===== src/rtl/sram2axi_lite_pkg.sv =====
// Shared types and constants for the SRAM-style to AXI4-Lite bridge.
// FSM encoding and AXI response codes live here.
package sram2axi_lite_pkg;

  typedef enum logic [2:0] {
    IDLE,
    WR_REQ,
    WR_RESP,
    RD_REQ,
    RD_RESP,
    DONE
  } state_t;

  localparam logic [1:0] RESP_OKAY   = 2'b00;
  localparam logic [1:0] RESP_SLVERR = 2'b10;
  localparam logic [1:0] RESP_DECERR = 2'b11;

  localparam logic [2:0] PROT_DEFAULT = 3'b000;

  function automatic logic resp_err(input logic [1:0] r);
    return r != RESP_OKAY;
  endfunction

endpackage


===== src/rtl/sram2axi_lite_if.sv =====
// AXI4-Lite channel bundle used between the bridge and its slave.
// The master modport is the bridge side.
interface sram2axi_lite_if #(
  parameter int ADDR_WD = 64,
  parameter int DATA_WD = 64
) ();

  logic                 awvalid;
  logic                 awready;
  logic [ADDR_WD-1:0]   awaddr;
  logic [2:0]           awprot;
  logic                 wvalid;
  logic                 wready;
  logic [DATA_WD-1:0]   wdata;
  logic [DATA_WD/8-1:0] wstrb;
  logic                 bvalid;
  logic                 bready;
  logic [1:0]           bresp;
  logic                 arvalid;
  logic                 arready;
  logic [ADDR_WD-1:0]   araddr;
  logic [2:0]           arprot;
  logic                 rvalid;
  logic                 rready;
  logic [DATA_WD-1:0]   rdata;
  logic [1:0]           rresp;

  modport master (
    output awvalid, awaddr, awprot,
    output wvalid, wdata, wstrb,
    output bready,
    output arvalid, araddr, arprot,
    output rready,
    input  awready, wready,
    input  bvalid, bresp,
    input  arready,
    input  rvalid, rdata, rresp
  );

  modport slave (
    input  awvalid, awaddr, awprot,
    input  wvalid, wdata, wstrb,
    input  bready,
    input  arvalid, araddr, arprot,
    input  rready,
    output awready, wready,
    output bvalid, bresp,
    output arready,
    output rvalid, rdata, rresp
  );

endinterface


===== src/rtl/sram2axi_lite.sv =====
// Bridges a single-outstanding SRAM-style request port onto AXI4-Lite.
// Request fields are captured on leaving IDLE; AXI is driven from the copy.
module sram2axi_lite
  import sram2axi_lite_pkg::*;
#(
  parameter int ADDR_WD = 64,
  parameter int DATA_WD = 64
) (
  input  logic                 clk,
  input  logic                 rst,
  input  logic                 req_en,
  input  logic [DATA_WD/8-1:0] req_we,
  input  logic [ADDR_WD-1:0]   req_addr,
  input  logic [DATA_WD-1:0]   req_wdata,
  output logic [DATA_WD-1:0]   req_rdata,
  output logic                 stall,
  output logic                 done,
  output logic                 bus_err,
  sram2axi_lite_if.master      axi
);

  localparam int STRB_WD = DATA_WD / 8;

  state_t               state_q;
  state_t               state_d;
  logic [ADDR_WD-1:0]   addr_q;
  logic [STRB_WD-1:0]   we_q;
  logic [DATA_WD-1:0]   wdata_q;
  logic                 aw_done_q;
  logic                 w_done_q;
  logic                 bus_err_q;
  logic [DATA_WD-1:0]   rdata_q;
  logic                 aw_hs;
  logic                 w_hs;
  logic                 start;

  assign start = (state_q == IDLE) && req_en;

  assign axi.awvalid = (state_q == WR_REQ) && !aw_done_q;
  assign axi.wvalid  = (state_q == WR_REQ) && !w_done_q;
  assign axi.bready  = (state_q == WR_RESP);
  assign axi.arvalid = (state_q == RD_REQ);
  assign axi.rready  = (state_q == RD_RESP);
  assign axi.awaddr  = addr_q;
  assign axi.araddr  = addr_q;
  assign axi.awprot  = PROT_DEFAULT;
  assign axi.arprot  = PROT_DEFAULT;
  assign axi.wdata   = wdata_q;
  assign axi.wstrb   = we_q;

  assign aw_hs = axi.awvalid && axi.awready;
  assign w_hs  = axi.wvalid && axi.wready;

  assign stall     = req_en && (state_q != DONE);
  assign done      = (state_q == DONE);
  assign bus_err   = (state_q == DONE) && bus_err_q;
  assign req_rdata = rdata_q;

  // State register.
  always_ff @(posedge clk or posedge rst) begin
    if (rst) state_q <= IDLE;
    else     state_q <= state_d;
  end

  // Next-state: writes wait for both AW and W, in any order.
  always_comb begin
    state_d = state_q;
    unique case (state_q)
      IDLE: begin
        if (req_en) begin
          if (req_we != '0) state_d = WR_REQ;
          else              state_d = RD_REQ;
        end
      end
      WR_REQ: begin
        if ((aw_done_q || aw_hs) && (w_done_q || w_hs))
          state_d = WR_RESP;
      end
      WR_RESP: if (axi.bvalid) state_d = DONE;
      RD_REQ:  if (axi.arready) state_d = RD_RESP;
      RD_RESP: if (axi.rvalid) state_d = DONE;
      DONE:    state_d = IDLE;
      default: state_d = IDLE;
    endcase
  end

  // Request capture, handshake tracking and response capture.
  always_ff @(posedge clk or posedge rst) begin
    if (rst) begin
      addr_q    <= '0;
      we_q      <= '0;
      wdata_q   <= '0;
      aw_done_q <= 1'b0;
      w_done_q  <= 1'b0;
      bus_err_q <= 1'b0;
      rdata_q   <= '0;
    end else begin
      if (start) begin
        addr_q    <= req_addr;
        we_q      <= req_we;
        wdata_q   <= req_wdata;
        aw_done_q <= 1'b0;
        w_done_q  <= 1'b0;
      end
      if (aw_hs) aw_done_q <= 1'b1;
      if (w_hs)  w_done_q  <= 1'b1;
      if ((state_q == WR_RESP) && axi.bvalid)
        bus_err_q <= resp_err(axi.bresp);
      if ((state_q == RD_RESP) && axi.rvalid) begin
        rdata_q   <= axi.rdata;
        bus_err_q <= resp_err(axi.rresp);
      end
    end
  end

endmodule


===== src/flat_wrapper.sv =====
// flat-port wrapper written by rule: the top's interface ports become plain ports
module sram2axi_lite_flat import sram2axi_lite_pkg::*;
#(
  parameter int ADDR_WD = 64,
  parameter int DATA_WD = 64
)
  (clk, rst, req_en, req_we, req_addr, req_wdata, req_rdata, stall, done, bus_err, axi_awvalid, axi_awaddr, axi_awprot, axi_wvalid, axi_wdata, axi_wstrb, axi_bready, axi_arvalid, axi_araddr, axi_arprot, axi_rready, axi_awready, axi_wready, axi_bvalid, axi_bresp, axi_arready, axi_rvalid, axi_rdata, axi_rresp);
  sram2axi_lite_if #(.ADDR_WD(ADDR_WD), .DATA_WD(DATA_WD)) axi_i ();
  input  logic clk;
  input  logic rst;
  input  logic req_en;
  input  logic [DATA_WD/8-1:0] req_we;
  input  logic [ADDR_WD-1:0] req_addr;
  input  logic [DATA_WD-1:0] req_wdata;
  output logic [DATA_WD-1:0] req_rdata;
  output logic stall;
  output logic done;
  output logic bus_err;
  output wire logic [$bits(axi_i.awvalid)-1:0] axi_awvalid;
  output wire logic [$bits(axi_i.awaddr)-1:0] axi_awaddr;
  output wire logic [$bits(axi_i.awprot)-1:0] axi_awprot;
  output wire logic [$bits(axi_i.wvalid)-1:0] axi_wvalid;
  output wire logic [$bits(axi_i.wdata)-1:0] axi_wdata;
  output wire logic [$bits(axi_i.wstrb)-1:0] axi_wstrb;
  output wire logic [$bits(axi_i.bready)-1:0] axi_bready;
  output wire logic [$bits(axi_i.arvalid)-1:0] axi_arvalid;
  output wire logic [$bits(axi_i.araddr)-1:0] axi_araddr;
  output wire logic [$bits(axi_i.arprot)-1:0] axi_arprot;
  output wire logic [$bits(axi_i.rready)-1:0] axi_rready;
  input wire logic [$bits(axi_i.awready)-1:0] axi_awready;
  input wire logic [$bits(axi_i.wready)-1:0] axi_wready;
  input wire logic [$bits(axi_i.bvalid)-1:0] axi_bvalid;
  input wire logic [$bits(axi_i.bresp)-1:0] axi_bresp;
  input wire logic [$bits(axi_i.arready)-1:0] axi_arready;
  input wire logic [$bits(axi_i.rvalid)-1:0] axi_rvalid;
  input wire logic [$bits(axi_i.rdata)-1:0] axi_rdata;
  input wire logic [$bits(axi_i.rresp)-1:0] axi_rresp;
  assign axi_awvalid = axi_i.awvalid;
  assign axi_awaddr = axi_i.awaddr;
  assign axi_awprot = axi_i.awprot;
  assign axi_wvalid = axi_i.wvalid;
  assign axi_wdata = axi_i.wdata;
  assign axi_wstrb = axi_i.wstrb;
  assign axi_bready = axi_i.bready;
  assign axi_arvalid = axi_i.arvalid;
  assign axi_araddr = axi_i.araddr;
  assign axi_arprot = axi_i.arprot;
  assign axi_rready = axi_i.rready;
  assign axi_i.awready = axi_awready;
  assign axi_i.wready = axi_wready;
  assign axi_i.bvalid = axi_bvalid;
  assign axi_i.bresp = axi_bresp;
  assign axi_i.arready = axi_arready;
  assign axi_i.rvalid = axi_rvalid;
  assign axi_i.rdata = axi_rdata;
  assign axi_i.rresp = axi_rresp;
  sram2axi_lite #(.ADDR_WD(ADDR_WD), .DATA_WD(DATA_WD)) u_core (.clk(clk), .rst(rst), .req_en(req_en), .req_we(req_we), .req_addr(req_addr), .req_wdata(req_wdata), .req_rdata(req_rdata), .stall(stall), .done(done), .bus_err(bus_err), .axi(axi_i));
endmodule

===== config.mk =====
export PLATFORM = sky130hd
export DESIGN_NAME = sram2axi_lite_flat
export DESIGN_NICKNAME = d
export VERILOG_FILES = /design/src/rtl/sram2axi_lite_pkg.sv /design/src/rtl/sram2axi_lite_if.sv /design/src/rtl/sram2axi_lite.sv /design/src/flat_wrapper.sv
export SDC_FILE = /design/constraint.sdc
export NUM_CORES = 1
export LEC_CHECK = 0
export BUFFER_PORTS_ARGS = -buffer_cell sky130_fd_sc_hd__buf_2
export CAP_MARGIN = 5
export CORE_AREA = 2 2 190 192
export CTS_BUF_LIST = sky130_fd_sc_hd__clkbuf_16
export CTS_CLUSTER_SIZE = 12
export DETAILED_ROUTE_END_ITERATION = 7
export DIE_AREA = 0 0 192 194
export GPL_ROUTABILITY_DRIVEN = 0
export PLACE_DENSITY = 0.56
export SLEW_MARGIN = 30
export SYNTH_ARGS = -nofsm -noshare
export SYNTH_HDL_FRONTEND = slang
export SYNTH_SLANG_ARGS = --single-unit

===== constraint.sdc =====
create_clock -name clk -period 15.8 [get_ports clk]
set_input_delay 1.58 -clock clk [delete_from_list [all_inputs] [get_ports clk]]
set_output_delay 1.58 -clock clk [all_outputs]
set_load 0.005 [all_outputs]

==> flow_summary.toml, run 1 <==
[outcome]
status = "finished, final reports clean"

[power_and_ir_drop]
intPower_mw = 1.47
p_per_area_nw_per_um2 = 196
power.net_switching_uw = 786
leakagePower_nw = 6.54
ir_drop_mv = 0.0916
switching_share_pct = 34.8
p_clk_share_pct = 22.9
power_frac_comb_pct = 35.4
sequentialPowerShare_pct = 41.7
p_total_mw = 2.26

[setup_path]
crit_path_end_kind = "output pin"
critical_path_class = "register to output pin"
worstPathArrival_ns = 1.97
cp_data_required_time_ns = 14.22
cp-start-kind = "register"
cp_max_fo = 14

[cells_and_area]
postLayoutCellArea_um2 = 11500
ff_latch_area_um2 = 5150
nNetsFinal = 1450
multi_input_area_um2 = 2540
fill_cells = 3670
drive_gt1_share_pct = 47.2
instances_no_fill = 1718
synthToLayoutAreaGrowth_pct = 35.3

[global_routing]
grt_antenna_before_repair = 4
first_global_vias = 6874
grt_pass1_wl_um = 37900
grt_max_degree = 83
track_usage_pct = 12.7
grt-ovfl-total = 0

[placement]
port_buffers = 483
postPlaceCellArea_um2 = 10800
dp_cells = 1673
dp_hpwl_um = 18200

[logic_synthesis]
ys_warn_count = 0
ys_seq_area_share_pct = 60.6
synth_cell_types = 29
yosys-top-cells-area = "dfrtp_1, nand2_1, mux2_2"
async_flop_share_pct = 100
syn-cell-area_um2 = 8500
ys_ff_latch = 206
synth_edf_count = 0
yosysMostFrequentCell = "nand2_1"
ys_top_cells_by_count = "nand2_1, dfrtp_1, buf_4, mux2_2, buf_2"
synth_flop_cell = "dfrtp_1"
synth.largest_area_cell = "dfrtp_1"
synth_cells = 827
syn_area_per_cell_um2 = 10.3
synth_top_cell_area_share_pct = 60.6

[sta]
grt_setup_unrepaired = "no"
max_freq_mhz = 282
tightest_slew_ns = 0.891
fin_crit_ns = 3.55
hold_viol_final = 0
setup-tns-final_ns = 0
max-slew-margin-rel_pct = 40.6
setup_viol = 0
post-route-period-util_pct = 22.4
slew_viol_final = 0
finalClockSkew_ns = 0.00941

[drt]
vias_per_cell = 4.06
vias = 6975
wire_per_inst_um = 14.6
drtAntennaViolNets = 0
drtIter0Drc = 166
drc_errors = 0
dr.pass1.iters = 4
routed_wl_um = 25000

[clock_network]
cts_buffers = 24
cts_root_buf = "clkbuf_16"
clock-sinks = 206
insertion_delay_ns = 0.52
clockBufferDepth = 3
postCtsSetupBuffers = 0
cts.hold.buffers_added = 0
htreeDepth = 1
cts_tree = "built"
cts_resized = 0
cts.clk_slew.worst_paths_ns = 0.06

[die]
ios = 490
core_area_um2 = 35200
rows = 69
die_area_um2 = 37200
start_util_pct = 24.1
die_x_um = 192
die_y_um = 194

[flow_run]
drv_cap = 0

[worst_hold_path]
hold_class = "register to register"
==> layout by cell type, fill, tap and decap left out <==
cell and instances:
dfrtp_1 206, nor2_1 3, or3b_2 1, nand2_1 411
nor4b_4 1, o2bb2ai_1 1, buf_4 6, mux2i_1 4
o2111ai_1 1, nor2b_1 4, nand3_1 1, buf_6 1
and2_1 2, a22o_1 2, nor3_2 1, nor4_1 2
mux2_2 64, bufinv_16 1, clkbuf_16 25, clkinv_1 3
buf_2 483, and3_1 1, a21oi_1 1, nor4bb_1 1
o21ai_0 1, diode_2 4, or4b_4 1, clkinv_4 1
a2bb2oi_1 2, clkinv_2 4, conb_1 6, o22ai_1 1
or2_2 1, inv_8 1, nor3_1 1, inv_1 8
==> registers in the layout, summed over array words and instances, names as in the netlist <==
| signal | cells |
|---|---|
| u_core.w_done_q | 1 |
| u_core.req_rdata | 64 |
| u_core.aw_done_q | 1 |
| u_core.axi.araddr | 64 |
| u_core.bus_err_q | 1 |
| u_core.axi.wstrb | 8 |
| u_core.state_q | 3 |
| u_core.axi.wdata | 64 |
==> layer usage <==
metal  wire, um  share of wire [%]  global-route usage (%)  vias up
met4        757                3.0                    4.81        0
met1      10000                 40                    15.3     3280
met3       2070                8.3                    3.31       38
li1           -                  -                       -     3334
met2      12200                 49                    21.7      323
met5          0                  0                       0        -
==> critical path, stage by stage (launching register included) <==
cell and delay (ns):
dfrtp_1 0.63, or3b_2 0.53, nor2_1 0.15, buf_2 0.14
==> kinds of logic (layout without fill, tap and decap cells) <==
logic type             Yosys count  in the layout  share of synthesized area [%]
DFF                            206            206                           60.6
and+or+nand+nor                431            431                           19.8
AOI/OAI and AO/OA                9              9                          0.810
other                            1             10                         0.0441
buffers and inverters          112            533                           9.80
muxes                           68             68                           8.95
==> through the flow <==
step	setup slack, ns	utilization [%]	hold WS, ns
6_report	12.25	32.6	0.464
5_1_grt	12.09	32.6	0.498
4_1_cts	12.19	32.6	0.472
3_5_place_dp	12.20	30.6	0.457
3_3_place_gp	12.19	30.6	0.454
2_1_floorplan	8.60	-	0.467
==> path summary, 6_finish.rpt <==
kind	depth (start not counted)	endpoint	from	slack, ns
setup reg to reg	4	u_core.axi.wdata[26]$_DFFE_PP0P_	u_core.state_q[0]$_DFFE_PP0P_	13.33
hold / removal	2	u_core.axi.wdata[14]$_DFFE_PP0P_	u_core.axi.wdata[14]$_DFFE_PP0P_	0.46
max in group asynchronous	3	u_core.axi.araddr[56]$_DFFE_PP0P_	rst	13.46
hold reg to reg	2	u_core.axi.wdata[14]$_DFFE_PP0P_	u_core.axi.wdata[14]$_DFFE_PP0P_	0.46
setup / recovery	3	axi_wvalid	u_core.state_q[0]$_DFFE_PP0P_	12.25
min in group asynchronous	2	u_core.axi.wdata[50]$_DFFE_PP0P_	rst	1.13
==> power by group through the flow <==
stage / clock, mW / sequential [mW] / combinational, mW
5_1_grt: 0.557 / 0.978 / 0.912
4_1_cts: 0.536 / 0.944 / 0.821
3_3_place_gp: 0 / 0.939 / 0.811
6_report: 0.517 / 0.941 / 0.800
3_5_place_dp: 0 / 0.947 / 0.820
2_1_floorplan: 0 / 0.948 / 0.478
==> area by class of cell <==
cell class / count / area share, %
Sequential cell: 206 / 44.8
Multi-Input combinational cell: 514 / 22.1
Timing Repair Buffer: 490 / 21.5
Clock buffer: 25 / 5.44
Tap cell: 461 / 5.02
Clock inverter: 16 / 0.838
Inverter: 2 / 0.131
Antenna cell: 4 / 0.0871
(Power assumes the default switching activity.)
==> run 2, diff against run 1 <==
--- a/config.mk
+++ b/config.mk
@@ -5,6 +5,7 @@
 export SDC_FILE = /design/constraint.sdc
 export NUM_CORES = 1
 export LEC_CHECK = 0
+export ABC_AREA = 1
 export BUFFER_PORTS_ARGS = -buffer_cell sky130_fd_sc_hd__buf_2
 export CAP_MARGIN = 5
 export CORE_AREA = 2 2 190 192
@@ -13,7 +14,7 @@
 export DETAILED_ROUTE_END_ITERATION = 7
 export DIE_AREA = 0 0 192 194
 export GPL_ROUTABILITY_DRIVEN = 0
-export PLACE_DENSITY = 0.56
+export PLACE_DENSITY = 0.58
 export SLEW_MARGIN = 30
 export SYNTH_ARGS = -nofsm -noshare
 export SYNTH_HDL_FRONTEND = slang
==> constraint.sdc (replaced) <==
create_clock -name clk -period 3.25 [get_ports clk]
set_input_delay 0.325 -clock clk [delete_from_list [all_inputs] [get_ports clk]]
set_output_delay 0.325 -clock clk [all_outputs]
set_load 0.005 [all_outputs]
==> flow_summary.toml, run 2 <==
[outcome]
status = "finished, final reports clean"

[clock_network]
htreeDepth = 1
clockBufferDepth = 3
clock-sinks = 206
insertion_delay_ns = 0.53
cts_root_buf = "clkbuf_16"
cts.clk_slew.worst_paths_ns = 0.06
cts.hold.buffers_added = 138
postCtsSetupBuffers = 0
cts_resized = 0
cts_tree = "built"
cts_buffers = 25

[drt]
vias_per_cell = 4.03
drc_errors = 0
wire_per_inst_um = 14.4
drtIter0Drc = 204
vias = 7627
dr.pass1.iters = 4
drtAntennaViolNets = 0
routed_wl_um = 27300

[worst_hold_path]
hold_depth = 3
min_to = "u_core.axi.wdata[19]$_DFFE_PP0P_"
min-delay-start = "req_wdata[19]"
hold_class = "primary input to register"

[setup_path]
critical_path_class = "register to register"
cp_max_fo = 68
cp-start-kind = "register"
worstRegToRegCells = 4
rrSetupSlack_ns = 1.25
cp_data_required_time_ns = 3.65
worstPathArrival_ns = 2.40
reg2reg_from = "u_core.state_q[0]$_DFFE_PP0P_"
r2r_end = "u_core.req_rdata[56]$_DFFE_PP0P_"
crit_path_end_kind = "register"

[die]
die_y_um = 194
start_util_pct = 24.2
core_area_um2 = 35200
die_x_um = 192
ios = 490
die_area_um2 = 37200
rows = 69

[logic_synthesis]
syn_area_per_cell_um2 = 9.94
ys_top_cells_by_count = "nand2_1, dfrtp_1, buf_4, mux2_2, buf_2"
async_flop_share_pct = 100
syn-cell-area_um2 = 8530
synth_cells = 858
synth_top_cell_area_share_pct = 60.4
ys_ff_latch = 206
synth_cell_types = 20
ys_warn_count = 0
synth_flop_cell = "dfrtp_1"
yosys-top-cells-area = "dfrtp_1, nand2_1, buf_4"
ys_seq_area_share_pct = 60.4
synth.largest_area_cell = "dfrtp_1"
yosysMostFrequentCell = "nand2_1"
synth_edf_count = 0

[sta]
finalClockSkew_ns = 0.0131
fin_crit_ns = 2.00
max_freq_mhz = 500
holdWs_ns = 0.0236
tightest_slew_ns = 0.946
max-slew-margin-rel_pct = 36.9
post-route-period-util_pct = 61.5
setup-tns-final_ns = 0
setup_ws_ns = 1.25
setup_viol = 0
hold_viol_final = 0
slew_viol_final = 0
grt_setup_unrepaired = "no"

[cells_and_area]
most-common-layout-cells = "buf_2, nand2_1, dfrtp_1"
layout_commonest_cell = "buf_2"
synthToLayoutAreaGrowth_pct = 54.4
fill_cells = 3533
instances_no_fill = 1893
postLayoutCellArea_um2 = 13200
fin_util_pct = 37.4
drive_gt1_share_pct = 41.8
nNetsFinal = 1624

[global_routing]
first_global_vias = 8094
grt_pass1_wl_um = 42200
grt_max_degree = 138
track_usage_pct = 14.2
grt_antenna_before_repair = 2
grt-ovfl-total = 0

[power_and_ir_drop]
p_total_mw = 11.7
leakagePower_nw = 7.42
p_per_area_nw_per_um2 = 892
ir_drop_mv = 0.675

[placement]
dp_cells = 1708
postPlaceCellArea_um2 = 10900
port_buffers = 483
dp_hpwl_um = 18900
dpl_worst_slack_ns = 1.28

[flow_run]
drv_cap = 0
-- run 2: worst max-delay path: stages (launching register included) --
cell and delay (ns):
dfrtp_1 0.54, nor2_4 0.09, nand3_4 0.06, buf_4 0.69, mux2_2 0.42
-- run 2: layer usage --
metal  GRT usage, %  vias up  wire (um)
met2           25.5      369      13500
met5              0        -         10
met3           4.58       63       2590
met4           5.71        2        867
met1           15.2     3512      10300
li1               -     3681          -
-- run 2: worst max path at each step --
stage / startpoint / end / cells after the start
CTS: u_core.state_q[0]$_DFFE_PP0P_ / u_core.req_rdata[56]$_DFFE_PP0P_ / 4
detailed placement: u_core.state_q[0]$_DFFE_PP0P_ / u_core.req_rdata[63]$_DFFE_PP0P_ / 4
global route: u_core.state_q[2]$_DFFE_PP0P_ / axi_awvalid / 4
finish: u_core.state_q[0]$_DFFE_PP0P_ / u_core.req_rdata[56]$_DFFE_PP0P_ / 4
global placement: u_core.state_q[0]$_DFFE_PP0P_ / u_core.req_rdata[27]$_DFFE_PP0P_ / 4
floorplan: rst / u_core.aw_done_q$_DFFE_PP0P_ / 1
-- run 2: cell families (layout without fill, tap and decap cells) --
| family | count (synthesis) | after routing | synth area share [%] |
|---|---|---|---|
| multiplexers | 64 | 64 | 9.15 |
| flip-flops | 206 | 206 | 60.4 |
| AND/OR/NAND/NOR | 460 | 460 | 20.6 |
| buffers and inverters | 120 | 687 | 9.31 |
| AO/OA/AOI/OAI | 7 | 7 | 0.411 |
| other | 1 | 8 | 0.0440 |
-- run 2: final cells by class --
type	instances	area, um2	area share (%)
sequential	206	5150	39.2
clock inverter	20	219	1.66
multi-input combinational	537	2610	19.9
inverter	11	47.5	0.361
timing repair buffer	631	3920	29.8
antenna	2	5.00	0.0380
tap	461	577	4.38
clock buffer	25	626	4.75
-- run 2: where the power goes --
part / total, mW / switching (mW) / internal (mW)
Clock: 2.85 / 1.06 / 1.79
Combinational: 4.33 / 2.18 / 2.15
Sequential: 4.56 / 0.764 / 3.80
==> run 3, diff against run 2 <==
--- a/config.mk
+++ b/config.mk
@@ -14,7 +14,7 @@
 export DETAILED_ROUTE_END_ITERATION = 7
 export DIE_AREA = 0 0 192 194
 export GPL_ROUTABILITY_DRIVEN = 0
-export PLACE_DENSITY = 0.58
+export PLACE_DENSITY = 0.56
 export SLEW_MARGIN = 30
 export SYNTH_ARGS = -nofsm -noshare
 export SYNTH_HDL_FRONTEND = slang
==> constraint.sdc (replaced) <==
create_clock -name clk -period 1.9 [get_ports clk]
set_input_delay 0.19 -clock clk [delete_from_list [all_inputs] [get_ports clk]]
set_output_delay 0.19 -clock clk [all_outputs]
set_load 0.005 [all_outputs]
==> flow_summary.toml, run 3 (same netlist as run 2, synthesis figures left out) <==
[sta]
hold_viol_final = 0
slew_viol_final = 0
setup_ws_ns = 0.102
max-slew-margin-rel_pct = 48.3
setup-tns-final_ns = 0
setup_viol = 0
grt_setup_unrepaired = "no"
max_freq_mhz = 556
post-route-period-util_pct = 94.6
finalClockSkew_ns = 0.0205
fin_crit_ns = 1.80
tightest_slew_ns = 0.775

[placement]
port_buffers = 483
dpl_worst_slack_ns = 0.191
dp_hpwl_um = 19600

[outcome]
status = "finished, final reports clean"

[die]
die_y_um = 194
die_area_um2 = 37200
core_area_um2 = 35200
die_x_um = 192
ios = 490
start_util_pct = 24.2
rows = 69

[clock_network]
insertion_delay_ns = 0.52
clockBufferDepth = 3
cts_tree = "built"
cts_buffers = 25
cts.clk_slew.worst_paths_ns = 0.06
clock-sinks = 206
postCtsSetupBuffers = 0
cts_root_buf = "clkbuf_16"
htreeDepth = 1

[setup_path]
cp-start-kind = "register"
rrSetupSlack_ns = 0.18
worstPathCellList = "nor2_1, nand2_1, nor2_1, buf_2"
cp_data_required_time_ns = 1.71
cpMaxStageDelayCell = "dfrtp_2"
crit_path_end_kind = "output pin"
slowest_delay_ns = 0.48
worstPathArrival_ns = 1.61
path_delay_family = "flip-flops"
cp_common_cell = "nor2_1"
cp_max_fo = 11
path_buf_inv = 1
critical_path_class = "register to output pin"

[cells_and_area]
most-common-layout-cells = "buf_2, nand2_1, dlygate4sd3_1"
layout_commonest_cell = "buf_2"
synthToLayoutAreaGrowth_pct = 63.3
nNetsFinal = 1699
drive_gt1_share_pct = 40.3

[global_routing]
track_usage_pct = 14.8
grt_max_degree = 102
grt-ovfl-total = 0
grt_antenna_before_repair = 1
grt_pass1_wl_um = 44400
first_global_vias = 8434

[drt]
drtIter0Drc = 181
drtAntennaViolNets = 0
dr.pass1.iters = 4
vias_per_cell = 4.05
vias = 7965
wire_per_inst_um = 14.5
drc_errors = 0
routed_wl_um = 28500

[power_and_ir_drop]
ir_drop_mv = 0.859
leakagePower_nw = 7.71
p_total_mw = 20.1
p_per_area_nw_per_um2 = 1440

[flow_run]
drv_cap = 0

[worst_hold_path]
hold_class = "primary input to register"
## run 3: cell types whose count changed in the layout (fill, tap and decap cells not counted), moves of 3 or more
cell           previous run  this run
dlygate4sd3_1           138       207
bufinv_16                 5         2
buf_12                    4        12
clkinvlp_4                2         5
inv_1                    15        12
## run 3: through the flow
step	hold WS (ns)	instances	util (%)	area, um2
after floorplan	0.300	863	-	8550
after global placement	0.249	1714	31.5	11100
after detailed placement	0.250	1714	31.5	11100
after CTS	0.00913	1966	39.5	13900
after global routing	0.0820	1967	39.6	13900
final	0.0591	1967	39.6	13900
## run 3: path summary, 6_finish.rpt
path / startpoint / depth (start not counted) / end
max in group asynchronous: rst / 4 / u_core.axi.araddr[26]$_DFFE_PP0P_
worst min-delay path: axi_rresp[0] / 5 / u_core.bus_err_q$_DFFE_PP0P_
worst min register to register: u_core.axi.wdata[45]$_DFFE_PP0P_ / 2 / u_core.axi.wdata[45]$_DFFE_PP0P_
worst max register to register: u_core.state_q[0]$_DFFE_PP0P_ / 5 / u_core.axi.wdata[3]$_DFFE_PP0P_
worst max-delay path: u_core.state_q[2]$_DFFE_PP0P_ / 4 / axi_awvalid
min in group asynchronous: rst / 4 / u_core.axi.wdata[6]$_DFFE_PP0P_
## run 3: worst reg2reg max path, stage by stage (launching register included)
cell     delay, ns
dfrtp_1       0.54
nor3_2        0.12
nand2_4       0.10
buf_4         0.59
nand2_1       0.20
nand2_1       0.12
## run 3: layout make-up
cell class,instances,area (um2)
timing repair buffer,706,4760
sequential,206,5160
clock buffer,25,626
inverter,11,47.5
antenna,1,2.50
clock inverter,20,149
multi-input combinational,537,2610
tap,461,577
fill,3385,21300
## run 3: layer usage
| layer | up-vias | part of all wire [%] | GRT usage [%] | wire length [um] |
|---|---|---|---|---|
| met5 | - | 0 | 0 | 0 |
| met4 | 0 | 2.6 | 4.58 | 731 |
| met3 | 54 | 7.8 | 3.71 | 2220 |
| met2 | 378 | 49 | 26.6 | 14100 |
| met1 | 3690 | 40 | 17.1 | 11500 |
| li1 | 3843 | - | - | - |
## run 3: timing repair
item | in CTS | in global routing
hold endpoints to repair | 410 | 0
endpoints found under the setup margin | 0 | 3
hold buffers | 207 | 0
resized for setup | 0 | 2
## run 3: where the power goes
part / switching [mW] / internal [mW]
Combinational: 3.81 / 3.87
Sequential: 1.37 / 6.50
Clock: 1.85 / 2.65
Total: 7.03 / 13.0
